`src/rtl/serial_adder.sv`:
```
// ---------------------------------------------------------------------------
// serial_adder
//
// Bit-serial adder: computes {cout,sum} = a + b + cin at WIDTH+1 bits,
// one bit per clock, LSB first, through a single full_adder cell.
// Operands are captured into shift registers on the accepting edge; each
// RUN edge feeds bit 0 of both shifters plus the carry flop into the cell,
// shifts the cell's sum bit into the MSB of an accumulator, and stores the
// cell's carry-out. After WIDTH RUN edges the accumulator holds the full
// sum and is copied into the result register.
//
// Ports
//   clk    in   1      rising-edge clock
//   rst    in   1      synchronous, active-high reset (highest priority)
//   start  in   1      request; accepted in IDLE or DONE, ignored in RUN
//   a      in   WIDTH  operand A, sampled on the accepting edge only
//   b      in   WIDTH  operand B, sampled on the accepting edge only
//   cin    in   1      carry-in, sampled on the accepting edge only
//   busy   out  1      high for exactly WIDTH cycles while bits are processed
//   done   out  1      one-cycle pulse when sum/cout become valid
//   sum    out  WIDTH  (a + b + cin) mod 2^WIDTH, held until next completion
//   cout   out  1      carry out of bit WIDTH-1, held with sum
//
// This file also holds the full_adder cell the serial datapath drives.
// ---------------------------------------------------------------------------

// One-bit full adder cell.
//   a, b, cin  in   1  addend bits and carry-in
//   sum, cout  out  1  sum bit and carry-out
module full_adder (
    input  logic a,
    input  logic b,
    input  logic cin,
    output logic sum,
    output logic cout
);
    assign sum  = a ^ b ^ cin;
    assign cout = (a & b) | (cin & (a ^ b));
endmodule

module serial_adder #(
    parameter int WIDTH = 8
) (
    input  logic             clk,
    input  logic             rst,
    input  logic             start,
    input  logic [WIDTH-1:0] a,
    input  logic [WIDTH-1:0] b,
    input  logic             cin,
    output logic             busy,
    output logic             done,
    output logic [WIDTH-1:0] sum,
    output logic             cout
);
    localparam int CW = $clog2(WIDTH + 1);

    localparam logic [1:0] S_IDLE = 2'd0;
    localparam logic [1:0] S_RUN  = 2'd1;
    localparam logic [1:0] S_DONE = 2'd2;

    // Counter value seen on the edge that processes the final bit.
    localparam logic [CW-1:0] LAST_BIT = CW'(WIDTH - 1);

    logic [1:0]       state_q, state_d;
    logic [WIDTH-1:0] sa_q, sa_d;
    logic [WIDTH-1:0] sb_q, sb_d;
    logic [WIDTH-1:0] acc_q, acc_d;
    logic [WIDTH-1:0] sum_q, sum_d;
    logic             carry_q, carry_d;
    logic             cout_q, cout_d;
    logic [CW-1:0]    cnt_q, cnt_d;

    logic             fa_sum;
    logic             fa_cout;
    logic [WIDTH-1:0] acc_shift;

    full_adder u_fa (
        .a    (sa_q[0]),
        .b    (sb_q[0]),
        .cin  (carry_q),
        .sum  (fa_sum),
        .cout (fa_cout)
    );

    // New sum bit enters at the MSB; after WIDTH shifts bit 0 sits at the LSB.
    generate
        if (WIDTH == 1) begin : g_acc_one
            assign acc_shift = fa_sum;
        end else begin : g_acc_wide
            assign acc_shift = {fa_sum, acc_q[WIDTH-1:1]};
        end
    endgenerate

    // NOTE: every signal assigned here gets a default first so no path
    // leaves it unassigned; otherwise a latch is inferred.
    always_comb begin
        state_d = state_q;
        sa_d    = sa_q;
        sb_d    = sb_q;
        acc_d   = acc_q;
        carry_d = carry_q;
        cnt_d   = cnt_q;
        sum_d   = sum_q;
        cout_d  = cout_q;

        case (state_q)
            S_RUN: begin
                sa_d    = sa_q >> 1;
                sb_d    = sb_q >> 1;
                acc_d   = acc_shift;
                carry_d = fa_cout;
                cnt_d   = cnt_q + CW'(1);
                if (cnt_q == LAST_BIT) begin
                    state_d = S_DONE;
                    sum_d   = acc_shift;
                    cout_d  = fa_cout;
                end
            end
            // IDLE and DONE both accept a new request; DONE otherwise
            // falls back to IDLE, giving back-to-back operation.
            default: begin
                state_d = S_IDLE;
                if (start) begin
                    state_d = S_RUN;
                    sa_d    = a;
                    sb_d    = b;
                    carry_d = cin;
                    cnt_d   = '0;
                end
            end
        endcase
    end

    // NOTE: state registers use non-blocking assignments so every flop
    // samples the pre-edge values regardless of statement order.
    // The accumulator and operand shifters need no reset: they are fully
    // reloaded/overwritten before their contents are ever observed.
    always_ff @(posedge clk) begin
        if (rst) begin
            state_q <= S_IDLE;
            carry_q <= 1'b0;
            cnt_q   <= '0;
            sum_q   <= '0;
            cout_q  <= 1'b0;
        end else begin
            state_q <= state_d;
            carry_q <= carry_d;
            cnt_q   <= cnt_d;
            sum_q   <= sum_d;
            cout_q  <= cout_d;
        end
    end

    always_ff @(posedge clk) begin
        sa_q  <= sa_d;
        sb_q  <= sb_d;
        acc_q <= acc_d;
    end

    // Status outputs decode straight from the state flops.
    assign busy = (state_q == S_RUN);
    assign done = (state_q == S_DONE);
    assign sum  = sum_q;
    assign cout = cout_q;

endmodule

```
`config.mk`:
```
export PLATFORM = sky130hd
export DESIGN_NAME = serial_adder
export DESIGN_NICKNAME = d
export VERILOG_FILES = /design/src/rtl/serial_adder.sv
export SDC_FILE = /design/constraint.sdc
export NUM_CORES = 1
export LEC_CHECK = 0
export ABC_AREA = 0
export BUFFER_PORTS_ARGS = -buffer_cell sky130_fd_sc_hd__buf_4
export CAP_MARGIN = 0
export CORE_MARGIN = 2
export CORE_UTILIZATION = 30
export CTS_CLUSTER_DIAMETER = 80
export DETAILED_ROUTE_END_ITERATION = 8
export PLACE_DENSITY = 0.57
export SLEW_MARGIN = 30
export SYNTH_ARGS = -nofsm -noshare
export SYNTH_HDL_FRONTEND = slang
export SYNTH_HIERARCHICAL = 1
export SYNTH_SLANG_ARGS = --single-unit
export TNS_END_PERCENT = 1
```
`constraint.sdc`:
```
create_clock -name clk -period 2.4 [get_ports clk]
set_clock_uncertainty 0.1 [all_clocks]
set_input_delay 0.6 -clock clk [delete_from_list [all_inputs] [get_ports clk]]
set_output_delay 0.6 -clock clk [all_outputs]
set_load 0.005 [all_outputs]
```
==> impl.org, run 1 <==
** Status
- Run status :: finished, final reports clean

** Synth
- After synthesis, the share of flip-flops with an asynchronous set or reset is 0%.
- After Yosys synthesis, XOR and XNOR cells account for 0% of the synthesized area.
- The portion of synthesized area spent on multiplexers is 2.00%.
- The synthesized netlist devotes 9.15% of its cell area to compound gates.
- Post-Syn Instances :: 127
- Among all cell types in the netlist, the one instantiated most often is sky130_fd_sc_hd__nand2_1.
- Yosys mapped a number of flops with a built-in enable equal to 21.
- Sequential cells were found to cover 65.9% of the synthesized design area.
- The Yosys step of the flow raised 6 warnings.
- In this run the mean area of a mapped cell was 11.8 um^2.
- Adder and majority cell fraction of the synthesized area :: 2.16%
- The synthesized design spends more area on one cell type than any other, namely sky130_fd_sc_hd__edfxtp_1.
- After synthesis, the largest family of logic cells by area is simple AND/OR/NAND/NOR gates.
- The synthesized netlist devotes 17.6% of its cell area to simple gates.
- The commonest cells after synthesis are 44 x sky130_fd_sc_hd__nand2_1, 21 x sky130_fd_sc_hd__edfxtp_1, 18 x sky130_fd_sc_hd__dfxtp_1, 9 x sky130_fd_sc_hd__a22o_1, 5 x sky130_fd_sc_hd__nand3_1.
- Cell area after synthesis :: 1500 um^2
- Among all flip-flop cells after synthesis, the most frequent one is sky130_fd_sc_hd__edfxtp_1.
- The netlist uses 25 different library cells.
- The synthesized design contains 39 register bits.
- Ranking of synthesized cells by area :: sky130_fd_sc_hd__edfxtp_1 42%, sky130_fd_sc_hd__dfxtp_1 24%, sky130_fd_sc_hd__nand2_1 11%
- Area share of the leading cell type in the synthesized netlist :: 41.9%
- Post-synthesis net count :: 149

** Critical path
- Worst Setup Start Kind :: register
- Required @ worst endpoint :: 1.70 ns
- Data arrives at the worst endpoint at 1.34 ns.
- Peak fanout along the critical path :: 31
- Walking the worst path, the cells encountered are nand2b_4 -> inv_4 -> buf_4.
- Worst setup path class :: reg -> out
- Worst path slowest cell :: sky130_fd_sc_hd__dfxtp_1
- STA classifies the critical path endpoint as an output port.
- Stage delay of the slowest cell on the critical path :: 0.31 ns

** CTS
- Once the clock tree was built, the setup fixing pass inserted 0 buffers.
- For this design, the sink count on the clock tree is 39.
- Clock latency on the worst-skew pair, taken at its later pin, is 0.28 ns.
- Buffer type at the clock tree root :: sky130_fd_sc_hd__clkbuf_8
- CTS HTree Levels :: 2
- No sink is reached through more buffers than the 2 on the longest clock path.
- CTS tree :: yes
- Inserted Clock Buffers :: 5
- Hold buffer count at cts :: 0
- CTS clock-pin slew for the worst setup and hold paths :: 0.07 ns
- After clock tree synthesis, the repair step resized 0 gates.

** STA
- RSZ-0062 raised after global routing :: false
- Static timing analysis puts the maximum clock frequency at 490 MHz.
- The number of max-slew violations in the final report came to 0.
- For the pin with the worst max-slew slack, the measured transition is 0.687 ns.
- Period Utilization, post-route :: 85.0%
- Setup Viol. Count Final :: 0
- Measured against its own limit, the worst slew margin works out to 54.1%.
- The hold violation total from the final report came to 0.
- Setup TNS :: 0 ns
- Clock period minus worst slack :: 2.04 ns

** Floorplan
- During I/O placement, the number of pins put on the boundary was 31.
- Die height :: 74.8 um
- For this configuration, the core starts out at a cell density of 31.4%.
- Row generation in the floorplan step produced 25 rows.
- The die covers 5600 um^2.
- CORE AREA :: 4790 um^2
- From left edge to right edge, the die measures 74.8 um.

** Flow run
- The tool flagged a number of max-cap violations equal to 0.

** Power and ir drop
- Share of total power in combinational logic :: 8.2%
- Net Sw Power :: 0.000295 W
- The clock network burns 32.1% of the power.
- Power per cell area :: 697 nW/um^2
- The internal power of the cells totals 0.00100 W.
- Of the total power, registers draw 59.7%.
- Net switching is 22.7% of the power.
- VDD sags by at most 0.315 mV.
- In this run the static leakage power is 0.798 nW.

** Layout
- Area growth, synth to finish :: 23.6%
- After the last flow step, the layout net total stands at 181.
- Layout cells sized above 1 :: 26.3%
- With fillers left out, the area of the finished cells amounts to 1860 um^2.
- 0 antenna diodes ended up in the layout.

** Routing
- Iter 0 DRT Violations :: 78
- 1st-pass router iterations :: 4
- Once detail routing completed, the nets flagged for antenna violations numbered 0.
- Drt wl/cell :: 11.6 um
- Summing over every cut layer, the via total after detailed routing is 1021.
- Via density :: 4.50
- Count of unresolved DRC violations after routing :: 0
- Wirelength, routed :: 2640 um

** Placed design
- Buffers placed on the I/O ports in this run total 30.
- Final weighted congestion in routability-driven placement :: 0.706
- Summed over all nets, the half-perimeter wirelength after detailed placement is 1860 um.
- The placed instances occupy a cell area of 1780 um^2.

** Global routing
- Via count of the first global-routing pass :: 1013
- Total track usage :: 10.5%
- Global routing finished with a remaining overflow of 0.
- Maximum number of pins on one net before global-route repair :: 32
- Global-route wire length before repair :: 4440 um
- Number of antenna violations at the first check in global routing :: 0

** Hold path
- HP Class :: reg -> reg
[power groups by stage]
stage                     logic [W]  registers [W]  clock network, W
final                      0.000106       0.000774          0.000416
after global routing       0.000120       0.000779          0.000463
after CTS                  0.000108       0.000775          0.000432
after detailed placement   0.000108       0.000790                 0
after global placement     0.000103       0.000788                 0
after floorplan           0.0000663       0.000784                 0
[logic make-up (layout without fill, tap and decap cells)]
logic type	Yosys count	after routing
AO/OA/AOI/OAI	16	16
buffers and inverters	7	40
adder cells (fa/ha/maj)	2	2
multiplexers	3	3
flip-flops	39	39
AND/OR/NAND/NOR	60	60
[metrics by stage]
stage | hold slack (ns) | setup WS (ns) | util (%) | total power, W | std cells
detailed placement | 0.339 | 0.521 | 37.1 | 0.000898 | 219
finish | 0.356 | 0.359 | 38.8 | 0.00130 | 227
global route | 0.374 | 0.259 | 38.8 | 0.00136 | 227
global placement | 0.340 | 0.605 | 37.1 | 0.000891 | 219
floorplan | 0.327 | 0.930 | - | 0.000850 | 127
CTS | 0.358 | 0.339 | 38.8 | 0.00131 | 227
[critical path: cells and delay by family, from the launching register on]
kind	cells	cell delay [ns]
buf+inv	2	0.48
flops	1	0.31
simple gates	1	0.25
[layout make-up]
| cell class | count | area (um^2) |
|---|---|---|
| Clock inverter | 3 | 15.0 |
| Tap cell | 67 | 83.8 |
| Inverter | 2 | 10.0 |
| Multi-Input combinational cell | 81 | 465 |
| Timing Repair Buffer | 30 | 225 |
| Clock buffer | 5 | 68.8 |
| Fill cell | 479 | 2930 |
| Sequential cell | 39 | 991 |
[layer usage]
metal,vias up,routed length [um],part of all wire [%],global-route usage [%]
met5,-,0,0,0
met4,0,13,0.49,3.57
met3,2,184,7.0,4.15
met2,45,1210,46,17.0
met1,468,1230,47,12.9
li1,506,-,-,-
[final timing paths]
check / startpoint / end / slack, ns / depth (start not counted)
hold reg to reg: acc_q[1] / sum[0] / 0.36 / 1
setup / recovery: state_q[1] / busy / 0.36 / 3
hold / removal: acc_q[1] / sum[0] / 0.36 / 1
setup reg to reg: state_q[1] / sum[5] / 0.71 / 4
[cell usage in the layout (no fill, tap or decap), types with 2 or more instances in the layout]
cell / instances
sky130_fd_sc_hd__edfxtp_1: 21
sky130_fd_sc_hd__a22o_1: 9
sky130_fd_sc_hd__mux2i_1: 3
sky130_fd_sc_hd__clkbuf_8: 5
sky130_fd_sc_hd__nand2_1: 44
sky130_fd_sc_hd__nand2b_1: 2
sky130_fd_sc_hd__dfxtp_1: 18
sky130_fd_sc_hd__a21oi_1: 3
sky130_fd_sc_hd__clkinv_2: 3
sky130_fd_sc_hd__nand3_1: 5
sky130_fd_sc_hd__nor2_1: 3
sky130_fd_sc_hd__buf_4: 30
[state kept, by name, indices dropped and copies added, names as in the netlist]
register / flops
acc_q: 7
carry_q: 1
cout: 1
cnt_q: 4
sb_q: 8
sum: 8
sa_q: 8
state_q: 2
Note: power is estimated with default switching activity, not from simulation.
==> inputs of run 2 (changes only) <==
==> constraint.sdc (replaced) <==
create_clock -name clk -period 2.2 [get_ports clk]
set_clock_uncertainty 0.1 [all_clocks]
set_input_delay 0.33 -clock clk [delete_from_list [all_inputs] [get_ports clk]]
set_output_delay 0.33 -clock clk [all_outputs]
set_load 0.005 [all_outputs]
==> run 2 against run 1 <==
Net effect: hold slack lost 0.18 ns; combinational power up 10%; sequential share of layout area down 0.95 points; clock power rose by 46%; setup slack better by 0.050 ns; largest power group unchanged; highest routed layer unchanged.
==> impl.org, run 2 (same netlist as run 1, synthesis figures left out) <==
** STA
- The hold violation total from the final report is 0 (unchanged).
- The transition at the pin with the smallest max-transition slack came to 0.653 ns (was 0.687 ns).
- Headroom to the max-slew limit :: 56.4% (was 54.1%)
- RSZ-0062 raised after global routing: false (unchanged).
- Worst hold-check slack :: 0.173 ns (was 0.356 ns)
- The worst path uses 81.4% of the clock period.
- Setup TNS :: 0 ns (unchanged)
- The final number of setup-violating endpoints is 0 (unchanged).
- Subtracting the final worst setup slack from the clock period gives 1.79 ns.
- Highest Clock Rate :: 558 MHz
- Number of max-slew violations in the final report :: 0 (unchanged)

** Routing
- Drt wl/cell :: 12.0 um (was 11.6 um)
- Via count of the routed design :: 989 (was 1021)
- Iter 0 DRT Violations :: 46 (was 78)
- Count of unresolved DRC violations after routing :: 0 (unchanged)
- Antenna Violating Nets Remaining :: 0 (unchanged)
- Via density :: 4.36 (was 4.50)
- The sum of routed wire length over all layers is 2720 um (was 2640 um).
- The number of iterations in the first detailed-routing pass was 4 (unchanged).

** Floorplan
- The number of rows in the core area came to 25 (unchanged).
- Die height :: 74.8 um (unchanged)
- Die extent in x :: 74.8 um (unchanged)
- CORE AREA :: 4790 um^2 (unchanged)
- The full die area came to 5600 um^2 (unchanged).
- Effective utilization at floorplan :: 31.4% (unchanged)
- The count of pins on the block boundary was 31 (unchanged).

** CTS
- Buffer type at the clock tree root :: sky130_fd_sc_hd__clkbuf_8 (unchanged)
- The TritonCTS clock tree is yes (unchanged).
- Hold buffer count at cts :: 0 (unchanged)
- The clock edge transition at the registers on the reported setup and hold paths was 0.08 ns (was 0.07 ns).
- CTS HTree Levels :: 2 (unchanged)
- The number of buffers created by CTS is 5 (unchanged).
- The total setup buffers inserted after CTS came to 0 (unchanged).
- Clk Latency, worst-skew pair :: 0.29 ns (was 0.28 ns)
- The maximum clock insertion buffer count is 2 (unchanged).
- The sink count of the clock tree is 39 (unchanged).
- Post-cts resize count :: 0 (unchanged)

** Critical path
- The endpoint required time on the critical path came to 1.77 ns (was 1.70 ns).
- The arrival time of data at the critical path endpoint is 1.36 ns (was 1.34 ns).
- The startpoint class of the critical path is a register (unchanged).
- The largest fanout on the critical path was 31 (unchanged).
- Critical Path End Type :: output port (unchanged)
- The kind of critical path is reg -> out (unchanged).

** Global routing
- The wire length of the first global-routing pass came to 4420 um (was 4440 um).
- Number of antenna violations at the first check in global routing :: 0 (unchanged)
- Via count of the first global-routing pass :: 1019 (was 1013)
- The total track usage is 10.8% (was 10.5%).
- The leftover overflow at the end of global routing came to 0 (unchanged).
- The largest net degree at the start of global routing came to 32 (unchanged).

** Power and ir drop
- Internal Pwr Total :: 0.00124 W (was 0.00100 W)
- The combinational fraction of design power came to 7.4% (was 8.2%).
- The total power per unit cell area came to 830 nW/um^2 (was 697 nW/um^2).
- Net Sw Power :: 0.000328 W (was 0.000295 W)
- Peak supply drop :: 0.631 mV (was 0.315 mV)
- The sequential group share of total power is 53.8% (was 59.7%).
- The switching share of total power is 20.9% (was 22.7%).
- Reported leakage power :: 0.811 nW (was 0.798 nW)
- The relative contribution of the clock network to total power came to 38.8% (was 32.1%).

** Layout
- The growth of design area from synthesis to finish came to 25.9% (was 23.6%).
- Commonest non-fill, non-tap cell in the layout :: sky130_fd_sc_hd__nand2_1 (unchanged)
- Layout cells sized above 1 :: 26.3% (unchanged)
- The area of all placed cells without fillers is 1890 um^2 (was 1860 um^2).
- The layout net count is 181 (unchanged).
- The final design utilization is 39.6% (was 38.8%).
- The count of antenna diodes in the layout was 0 (unchanged).
- Commonest non-fill, non-tap cells in the layout: 44 x sky130_fd_sc_hd__nand2_1, 30 x sky130_fd_sc_hd__buf_4, 21 x sky130_fd_sc_hd__edfxtp_1 (unchanged).

** Placed design
- The last weighted congestion value of the routability-driven placer is 0.693 (was 0.706).
- HPWL reported at the end of detailed placement :: 1900 um (was 1860 um)
- Cell area after placement :: 1780 um^2 (unchanged)
- The number of port buffers is 30 (unchanged).

** Flow run
- Number of max-capacitance violations reported :: 0 (unchanged)

** Status
- Run status: finished, final reports clean (unchanged).

** Hold path
- HP Class :: in -> reg (was reg -> reg)
-- run 2: power groups by stage --
stage               clock (W)  sequential, W  combinational [W]
floorplan                   0       0.000855          0.0000724
global placement            0       0.000860           0.000114
detailed placement          0       0.000862           0.000118
CTS                  0.000625       0.000846           0.000118
global route         0.000657       0.000850           0.000134
finish               0.000609       0.000845           0.000117
-- run 2: area by class of cell --
type                    instances  area [um^2]
clock inverters                 2         35.0
multi-input cells              81          465
repair buffers                 30          225
inverters                       2         10.0
well taps                      67         83.8
fillers                       484         2890
flip-flops and latches         39          991
clock buffers                   6         82.6
-- run 2: layer usage --
layer  share of wire (%)  wire length, um  vias up  global-route usage [%]
li1                    -                -      505                       -
met1                  49             1320      439                    13.3
met2                  43             1160       38                    16.7
met3                 6.3              172        7                    3.88
met4                 2.2               59        0                    5.36
met5                   0                0        -                       0
-- run 2: metrics by stage --
step	std cells	total power [W]	setup slack [ns]
6_report	227	0.00157	0.409
5_1_grt	227	0.00164	0.307
4_1_cts	227	0.00159	0.392
3_5_place_dp	219	0.000980	0.497
3_3_place_gp	219	0.000975	0.575
2_1_floorplan	127	0.000927	0.828
-- run 2: path summary, 6_finish.rpt --
kind	start	end	slack [ns]	cells after the start
worst max-delay path	state_q[1]	busy	0.41	3
worst min-delay path	rst	cnt_q[3]	0.17	2
worst max register to register	state_q[1]	sum[6]	0.50	4
worst min register to register	acc_q[7]	acc_q[6]	0.36	0
-- run 2: critical path: stages, from the launching register on --
cell,delay [ns]
sky130_fd_sc_hd__dfxtp_1,0.32
sky130_fd_sc_hd__nand2b_4,0.26
sky130_fd_sc_hd__inv_4,0.32
sky130_fd_sc_hd__buf_4,0.18
